<file path="config.mk">
export PLATFORM = sky130hd
export DESIGN_NAME = lif_array_core_flat
export DESIGN_NICKNAME = d
export VERILOG_FILES = /design/src/rtl/lif_array_core_if.sv /design/src/rtl/lif_array_core.sv /design/src/flat_wrapper.sv
export SDC_FILE = /design/constraint.sdc
export NUM_CORES = 1
export LEC_CHECK = 0
export CORE_MARGIN = 3
export CORE_UTILIZATION = 59
export DETAILED_ROUTE_END_ITERATION = 10
export PLACE_DENSITY_LB_ADDON = 0.2
export RECOVER_POWER = 25
export SLEW_MARGIN = 20
export SYNTH_ARGS = -nofsm -noshare
export SYNTH_HDL_FRONTEND = slang
export SYNTH_SLANG_ARGS = --single-unit
export TNS_END_PERCENT = 5
</file>
<file path="constraint.sdc">
create_clock -name clk -period 5.2 [get_ports clk]
set_clock_uncertainty 0.05 [all_clocks]
set_input_delay 1.04 -clock clk [delete_from_list [all_inputs] [get_ports clk]]
set_output_delay 1.04 -clock clk [all_outputs]
set_load 0.1 [all_outputs]
</file>
<file path="src/rtl/lif_array_core_if.sv">
// Bus bundle for lif_array_core: current-write port, step handshake,
// spike event stream and the combinational monitor read.
// master = the driving side (fabric / wrapper), slave = the core.
interface lif_array_core_if #(
    parameter int N_NEURONS = 4,
    parameter int V_WIDTH   = 8
);
    localparam int NW = $clog2(N_NEURONS);

    logic               cur_we;
    logic [NW-1:0]      cur_addr;
    logic [V_WIDTH-1:0] cur_data;

    logic               step_valid;
    logic               step_ready;
    logic               busy;
    logic               sweep_done;

    logic               spike_valid;
    logic               spike_ready;
    logic [NW-1:0]      spike_idx;
    logic               overflow;

    logic [NW-1:0]      mon_idx;
    logic [V_WIDTH-1:0] mon_membrane;
    logic [V_WIDTH-1:0] mon_threshold;

    modport master (
        output cur_we, cur_addr, cur_data, step_valid, spike_ready, mon_idx,
        input  step_ready, busy, sweep_done, spike_valid, spike_idx, overflow,
               mon_membrane, mon_threshold
    );

    modport slave (
        input  cur_we, cur_addr, cur_data, step_valid, spike_ready, mon_idx,
        output step_ready, busy, sweep_done, spike_valid, spike_idx, overflow,
               mon_membrane, mon_threshold
    );
endinterface

</file>
<file path="src/rtl/lif_array_core.sv">
// Time-multiplexed leaky integrate-and-fire neuron array with one shared
// update datapath, refractory counters and a FWFT spike event FIFO.
// Optional macro THETA_ADAPT_EN: when defined, each neuron carries an
// adaptive threshold; otherwise the threshold is the constant THETA_BASE.
//
// state    | meaning
// ---------+-----------------------------------------------------------
// ST_IDLE  | waiting for step_valid; step_ready high
// ST_SWEEP | updating neuron idx_q this cycle, one neuron per clock
module lif_array_core #(
    parameter int N_NEURONS     = 4,
    parameter int V_WIDTH       = 8,
    parameter int TAU_SHIFT     = 3,
    parameter int THETA_BASE    = 50,
    parameter int ADAPT_JUMP    = 30,
    parameter int REFRACT_STEPS = 3,
    parameter int FIFO_DEPTH    = 4
) (
    input  logic              clk,
    input  logic              rst_n,
    lif_array_core_if.slave   bus
);
    localparam int NW = $clog2(N_NEURONS);
    localparam int RW = (REFRACT_STEPS > 0) ? $clog2(REFRACT_STEPS + 1) : 1;
    localparam int PW = $clog2(FIFO_DEPTH);
    localparam logic [V_WIDTH-1:0] V_MAX        = '1;
    localparam logic [V_WIDTH-1:0] THETA_BASE_V = V_WIDTH'(THETA_BASE);
    localparam logic [RW-1:0]      REFRACT_V    = RW'(REFRACT_STEPS);
    localparam logic [NW:0]        N_V          = (NW+1)'(N_NEURONS);
    localparam logic [NW-1:0]      LAST_IDX     = NW'(N_NEURONS - 1);

    typedef enum logic {ST_IDLE, ST_SWEEP} state_t;

    state_t             state_q, state_d;
    logic [NW-1:0]      idx_q, idx_d;
    logic               sweep_done_q, sweep_done_d;
    logic               upd_en;

    logic [V_WIDTH-1:0] mem_q [N_NEURONS];
    logic [V_WIDTH-1:0] cur_q [N_NEURONS];
    logic [RW-1:0]      ref_q [N_NEURONS];

    logic [V_WIDTH-1:0] v_cur, i_cur, th_cur, mem_d;
    logic [RW-1:0]      r_cur, ref_d;
    logic               fire;
    logic signed [V_WIDTH:0]   diff, dlt;
    logic signed [V_WIDTH+1:0] sum;

    logic [NW-1:0]      fifo_q [FIFO_DEPTH];
    logic [PW-1:0]      wr_ptr_q, rd_ptr_q;
    logic [PW:0]        cnt_q;
    logic               overflow_q;
    logic               push, pop, full, accept;

`ifdef THETA_ADAPT_EN
    logic [V_WIDTH-1:0] thr_q [N_NEURONS];
    logic [V_WIDTH-1:0] thr_d;
    logic [V_WIDTH:0]   th_sum;
`else
    // keeps ADAPT_JUMP referenced when adaptation is compiled out
    logic unused_adapt_jump;
    assign unused_adapt_jump = ^ADAPT_JUMP;
`endif

    // FSM state register and sweep index
    always_ff @(posedge clk or negedge rst_n) begin
        if (!rst_n) begin
            state_q      <= ST_IDLE;
            idx_q        <= '0;
            sweep_done_q <= 1'b0;
        end else begin
            state_q      <= state_d;
            idx_q        <= idx_d;
            sweep_done_q <= sweep_done_d;
        end
    end

    // FSM next state: accept a step in IDLE, walk every neuron in SWEEP
    always_comb begin
        state_d      = state_q;
        idx_d        = idx_q;
        sweep_done_d = 1'b0;
        unique case (state_q)
            ST_IDLE: begin
                if (bus.step_valid) begin
                    state_d = ST_SWEEP;
                    idx_d   = '0;
                end
            end
            ST_SWEEP: begin
                if (idx_q == LAST_IDX) begin
                    state_d      = ST_IDLE;
                    sweep_done_d = 1'b1;
                end else begin
                    idx_d = idx_q + 1'b1;
                end
            end
            default: state_d = ST_IDLE;
        endcase
    end

    // FSM outputs
    always_comb begin
        bus.step_ready = (state_q == ST_IDLE);
        bus.busy       = (state_q == ST_SWEEP);
        upd_en         = (state_q == ST_SWEEP);
    end

    assign bus.sweep_done = sweep_done_q;

    // shared neuron update for neuron idx_q (reads old current on a write collision)
    always_comb begin
        v_cur = mem_q[idx_q];
        i_cur = cur_q[idx_q];
        r_cur = ref_q[idx_q];
`ifdef THETA_ADAPT_EN
        th_cur = thr_q[idx_q];
`else
        th_cur = THETA_BASE_V;
`endif
        fire = (r_cur == '0) && (v_cur >= th_cur);
        diff = $signed({1'b0, i_cur}) - $signed({1'b0, v_cur});
        dlt  = diff >>> TAU_SHIFT;
        sum  = $signed({2'b00, v_cur}) + $signed({dlt[V_WIDTH], dlt});
        if (fire) begin
            mem_d = '0;
            ref_d = REFRACT_V;
        end else if (r_cur != '0) begin
            mem_d = '0;
            ref_d = r_cur - 1'b1;
        end else begin
            ref_d = r_cur;
            if (sum[V_WIDTH+1])
                mem_d = '0;
            else if (sum[V_WIDTH])
                mem_d = V_MAX;
            else
                mem_d = sum[V_WIDTH-1:0];
        end
`ifdef THETA_ADAPT_EN
        th_sum = {1'b0, th_cur} + (V_WIDTH+1)'(ADAPT_JUMP);
        if (fire)
            thr_d = th_sum[V_WIDTH] ? V_MAX : th_sum[V_WIDTH-1:0];
        else if (th_cur > THETA_BASE_V)
            thr_d = th_cur - 1'b1;
        else
            thr_d = th_cur;
`endif
    end

    // membrane, refractory and current storage
    always_ff @(posedge clk or negedge rst_n) begin
        if (!rst_n) begin
            for (int n = 0; n < N_NEURONS; n++) begin
                mem_q[n] <= '0;
                ref_q[n] <= '0;
                cur_q[n] <= '0;
            end
        end else begin
            if (upd_en) begin
                mem_q[idx_q] <= mem_d;
                ref_q[idx_q] <= ref_d;
            end
            if (bus.cur_we && ({1'b0, bus.cur_addr} < N_V))
                cur_q[bus.cur_addr] <= bus.cur_data;
        end
    end

`ifdef THETA_ADAPT_EN
    // per-neuron adaptive thresholds
    always_ff @(posedge clk or negedge rst_n) begin
        if (!rst_n) begin
            for (int n = 0; n < N_NEURONS; n++)
                thr_q[n] <= THETA_BASE_V;
        end else if (upd_en) begin
            thr_q[idx_q] <= thr_d;
        end
    end
`endif

    // a push into a full FIFO still lands when the head leaves the same cycle
    always_comb begin
        full   = (cnt_q == (PW+1)'(FIFO_DEPTH));
        pop    = (cnt_q != '0) && bus.spike_ready;
        push   = upd_en && fire;
        accept = push && (!full || pop);
    end

    // spike FIFO payload, no reset needed since reads are qualified by count
    always_ff @(posedge clk) begin
        if (accept)
            fifo_q[wr_ptr_q] <= idx_q;
    end

    // spike FIFO pointers, occupancy and sticky drop flag
    always_ff @(posedge clk or negedge rst_n) begin
        if (!rst_n) begin
            wr_ptr_q   <= '0;
            rd_ptr_q   <= '0;
            cnt_q      <= '0;
            overflow_q <= 1'b0;
        end else begin
            if (accept)
                wr_ptr_q <= wr_ptr_q + 1'b1;
            if (pop)
                rd_ptr_q <= rd_ptr_q + 1'b1;
            if (accept && !pop)
                cnt_q <= cnt_q + 1'b1;
            else if (!accept && pop)
                cnt_q <= cnt_q - 1'b1;
            if (push && !accept)
                overflow_q <= 1'b1;
        end
    end

    assign bus.spike_valid = (cnt_q != '0);
    assign bus.spike_idx   = fifo_q[rd_ptr_q];
    assign bus.overflow    = overflow_q;

    // monitor read port; out-of-range index reads as zero
    always_comb begin
        bus.mon_membrane = '0;
`ifdef THETA_ADAPT_EN
        bus.mon_threshold = '0;
        if ({1'b0, bus.mon_idx} < N_V) begin
            bus.mon_membrane  = mem_q[bus.mon_idx];
            bus.mon_threshold = thr_q[bus.mon_idx];
        end
`else
        bus.mon_threshold = THETA_BASE_V;
        if ({1'b0, bus.mon_idx} < N_V)
            bus.mon_membrane = mem_q[bus.mon_idx];
`endif
    end
endmodule

</file>
<file path="src/flat_wrapper.sv">
// flat-port wrapper written by rule: the top's interface ports become plain ports
module lif_array_core_flat 
#(
    parameter int N_NEURONS     = 4,
    parameter int V_WIDTH       = 8,
    parameter int TAU_SHIFT     = 3,
    parameter int THETA_BASE    = 50,
    parameter int ADAPT_JUMP    = 30,
    parameter int REFRACT_STEPS = 3,
    parameter int FIFO_DEPTH    = 4
)
  (clk, rst_n, bus_cur_we, bus_cur_addr, bus_cur_data, bus_step_valid, bus_spike_ready, bus_mon_idx, bus_step_ready, bus_busy, bus_sweep_done, bus_spike_valid, bus_spike_idx, bus_overflow, bus_mon_membrane, bus_mon_threshold);
  lif_array_core_if #(.N_NEURONS(N_NEURONS), .V_WIDTH(V_WIDTH)) bus_i ();
  input  logic clk;
  input  logic rst_n;
  input wire logic [$bits(bus_i.cur_we)-1:0] bus_cur_we;
  input wire logic [$bits(bus_i.cur_addr)-1:0] bus_cur_addr;
  input wire logic [$bits(bus_i.cur_data)-1:0] bus_cur_data;
  input wire logic [$bits(bus_i.step_valid)-1:0] bus_step_valid;
  input wire logic [$bits(bus_i.spike_ready)-1:0] bus_spike_ready;
  input wire logic [$bits(bus_i.mon_idx)-1:0] bus_mon_idx;
  output wire logic [$bits(bus_i.step_ready)-1:0] bus_step_ready;
  output wire logic [$bits(bus_i.busy)-1:0] bus_busy;
  output wire logic [$bits(bus_i.sweep_done)-1:0] bus_sweep_done;
  output wire logic [$bits(bus_i.spike_valid)-1:0] bus_spike_valid;
  output wire logic [$bits(bus_i.spike_idx)-1:0] bus_spike_idx;
  output wire logic [$bits(bus_i.overflow)-1:0] bus_overflow;
  output wire logic [$bits(bus_i.mon_membrane)-1:0] bus_mon_membrane;
  output wire logic [$bits(bus_i.mon_threshold)-1:0] bus_mon_threshold;
  assign bus_i.cur_we = bus_cur_we;
  assign bus_i.cur_addr = bus_cur_addr;
  assign bus_i.cur_data = bus_cur_data;
  assign bus_i.step_valid = bus_step_valid;
  assign bus_i.spike_ready = bus_spike_ready;
  assign bus_i.mon_idx = bus_mon_idx;
  assign bus_step_ready = bus_i.step_ready;
  assign bus_busy = bus_i.busy;
  assign bus_sweep_done = bus_i.sweep_done;
  assign bus_spike_valid = bus_i.spike_valid;
  assign bus_spike_idx = bus_i.spike_idx;
  assign bus_overflow = bus_i.overflow;
  assign bus_mon_membrane = bus_i.mon_membrane;
  assign bus_mon_threshold = bus_i.mon_threshold;
  lif_array_core #(.N_NEURONS(N_NEURONS), .V_WIDTH(V_WIDTH), .TAU_SHIFT(TAU_SHIFT), .THETA_BASE(THETA_BASE), .ADAPT_JUMP(ADAPT_JUMP), .REFRACT_STEPS(REFRACT_STEPS), .FIFO_DEPTH(FIFO_DEPTH)) u_core (.clk(clk), .rst_n(rst_n), .bus(bus_i));
endmodule
</file>
==> impl_metrics.csv <==
group,metric,value,unit
run_status,status,"finished, violations left",
run_status,violations,"max-capacitance violations, max-slew violations",
synth,synth_cells,423,
worst_setup_path,worstSetupStartpointType,"flip-flop",
min_path,hold_depth,1,
routing,routed_via_density,6.22,
clock_network,ctsResizeCount,0,
synth,synth_edf_count,8,
routing,dr.pass1.iters,4,
synth,ys.flop_type,"dfrtp_1",
timing,hold_viol_final,0,
clock_network,htree_levels,3,
worst_setup_path,crit_family,"compound AO/OA/AOI/OAI gates",
worst_setup_path,cp_max_fo,28,
placement,hpwlAfterDp,7.76,mm
routing,drt_iter0_drc,241,
worst_setup_path,r2r-end,"u_core.mem_q[31]",
clock_network,cts_hold_buf,0,
timing,period_share,0.915,
cells_and_area,final_common_cell,"dfrtp_1",
timing,timing.final.ws_setup,0.444,ns
synth,syn_area_per_cell,12.2,um^2
floorplan,die_area,9920,um^2
clock_network,cts.sinks,92,
cells_and_area,regArea,2340,um^2
worst_setup_path,critical_path_required,5.35,ns
clock_network,cts_buffers,9,
synth,syn_area,5170,um^2
cells_and_area,multi_input_area,2640,um^2
floorplan,die_y,99.6,um
synth,yosys.area.top_type,"dfrtp_1",
grt,grt_overflow,0,
synth,yosysWarnings,0,
routing,antenna_left,0,
worst_setup_path,reg2reg_depth,17,
synth,async_flop_share,0.913,
routing,totalWireLength,10.8,mm
synth,synth.distinct_cells,48,
grt,grt_first_pass_wirelength,18.1,mm
floorplan,design.core.area,8340,um^2
cells_and_area,layout.nets,496,
timing,setup_tns,0,ns
worst_setup_path,crit_slowest_cell,"mux4_1",
synth,synth.area.top_cells,"dfrtp_1, mux4_2, mux2_2",
worst_setup_path,end_kind,"flip-flop",
clock_network,worstSkewPairLatency,0.36,ns
clock_network,cts_root_buffer,"clkbuf_8",
clock_network,clock_path_buffers,2,
cells_and_area,fillCellCount,614,
placement,post-place-ws,0.467,ns
grt,grt_pass1_vias,3598,
floorplan,core.rowCount,33,
timing,setup_viol,0,
grt,grtUsageTotal,0.233,
timing,tightest_slew,3.66,ns
synth,seq_area_frac_synth,0.453,
clock_network,cts_tree,"built",
placement,portBuffers,31,
timing,fin_crit,4.76,ns
timing,report.final.slew_viol_count,85,
worst_setup_path,crit_chain,"buf_4 > mux4_1 > inv_1 > ha_1 > a21oi_1 > nor2_1 > a2111oi_0 > a21oi_2 > inv_1 > ha_1 > o21bai_1 > nor2_1 > nor3_1 > o31a_1 > xnor2_2 > buf_4 > a311oi_1",
worst_setup_path,worstSetupPathType,"flip-flop to flip-flop",
synth,yosys_register_bits,92,
timing,relSlewSlack,-1.44,
timing,fmax,0.210,GHz
synth,netlist.area_leader.share,0.407,
cells_and_area,final_cell_mix,"dfrtp_1, nor2_1, nand2_1, mux2_2, a311oi_1",
floorplan,start_util,0.620,
worst_setup_path,cpPeakStageDelay,0.68,ns
grt,antenna_found_initial,0,
worst_setup_path,r2r_start,"u_core.idx_q[0]",
routing,drc_errors,0,
routing,wl_per_cell,19.2,um
placement,routabilityCongestion,0.896,
clock_network,clk_pin_slew,0.09,ns
min_path,min_from,"u_core.bus.overflow",
min_path,min_to,"u_core.bus.overflow",
floorplan,ios,40,
routing,vias,3494,
floorplan,die_w,99.6,um
worst_setup_path,worstPathArrival,4.90,ns
cells_and_area,diodes,0,
grt,grt_start_max_net_pins,85,
worst_setup_path,path_buf_inv,4,
cells_and_area,syn2layout_area_growth,10.8,%
min_path,min_path_type,"flip-flop to flip-flop",
timing,rsz0062_at_grt,"false",
flow_run,maxCapViolations,1,
worst_setup_path,reg2reg_slack,0.44,ns
cells_and_area,drive_above_1_share,0.221,
clock_network,postCtsSetupBuffers,0,
## cells in the mapped netlist (4+ instances only)
cell type  instances
nor3_1             4
nand2_1           35
buf_4              8
nand3_1            4
a21oi_1           11
xnor2_1           10
mux4_1             4
edfxtp_1           8
inv_1             20
buf_2              5
a311oi_1          28
ha_1              25
mux2_2            35
dfrtp_1           84
nor2_1            36
and2_1             7
a21o_1             4
o31ai_1            7
o21ai_0            8
xor2_1             8
mux4_2            24
clkbuf_1           9
a21oi_2            5
## kinds of logic (layout without fill, tap and decap cells)
group	after synthesis	count (layout)	share of synthesized area
XOR/XNOR	19	19	0.0358
AO/OA/AOI/OAI	72	72	0.105
flip-flops	92	92	0.453
buffers and inverters	45	73	0.0412
other	2	8	0.00145
adder cells (fa/ha/maj)	27	27	0.0683
multiplexers	63	63	0.201
AND/OR/NAND/NOR	103	103	0.0942
## area by class of cell
class,count,area share
Multi-Input combinational cell,292,0.462
Sequential cell,92,0.409
Timing Repair Buffer,37,0.0586
Tap cell,105,0.0230
Clock buffer,9,0.0216
Inverter,20,0.0131
Clock inverter,7,0.0127
## registers in the layout, indices dropped and copies added, names as in the netlist
register,flops
u_core.cur_q,32
u_core.bus.busy,1
u_core.bus.overflow,1
u_core.cnt_q,3
u_core.rd_ptr_q,2
u_core.bus.sweep_done,1
u_core.ref_q,8
u_core.fifo_q,8
u_core.idx_q,2
u_core.wr_ptr_q,2
u_core.mem_q,32
## worst max-delay path by stage
| stage | endpoint | slack (ns) | cells after the start | startpoint |
|---|---|---|---|---|
| 2_1_floorplan | u_core.mem_q[17] | 0.66 | 18 | u_core.idx_q[0] |
| 3_3_place_gp | u_core.mem_q[20] | 0.64 | 15 | u_core.idx_q[0] |
| 3_5_place_dp | u_core.mem_q[6] | 0.47 | 17 | u_core.idx_q[0] |
| 4_1_cts | u_core.mem_q[31] | 0.44 | 17 | u_core.idx_q[0] |
| 5_1_grt | u_core.mem_q[10] | 0.05 | 17 | u_core.idx_q[0] |
| 6_report | u_core.mem_q[31] | 0.44 | 17 | u_core.idx_q[0] |
## stage by stage
step / hold slack [ns] / instances / utilization / cell area (um^2)
finish: 0.426 / 562 / 0.686 / 5720
global route: 0.452 / 562 / 0.686 / 5720
detailed placement: 0.409 / 546 / 0.662 / 5520
floorplan: 0.391 / 429 / - / 5190
global placement: 0.400 / 546 / 0.662 / 5520
CTS: 0.429 / 562 / 0.686 / 5720
## routing by layer
metal,vias to the layer above,GRT usage,share of wire
li1,1614,-,-
met1,1777,0.330,0.45
met2,87,0.372,0.49
met3,16,0.0365,0.044
met4,0,0.0756,0.016
met5,-,0,0
Power is not shown: default switching activity piles up to over one toggle a cycle in this logic, so the estimate is an artifact.
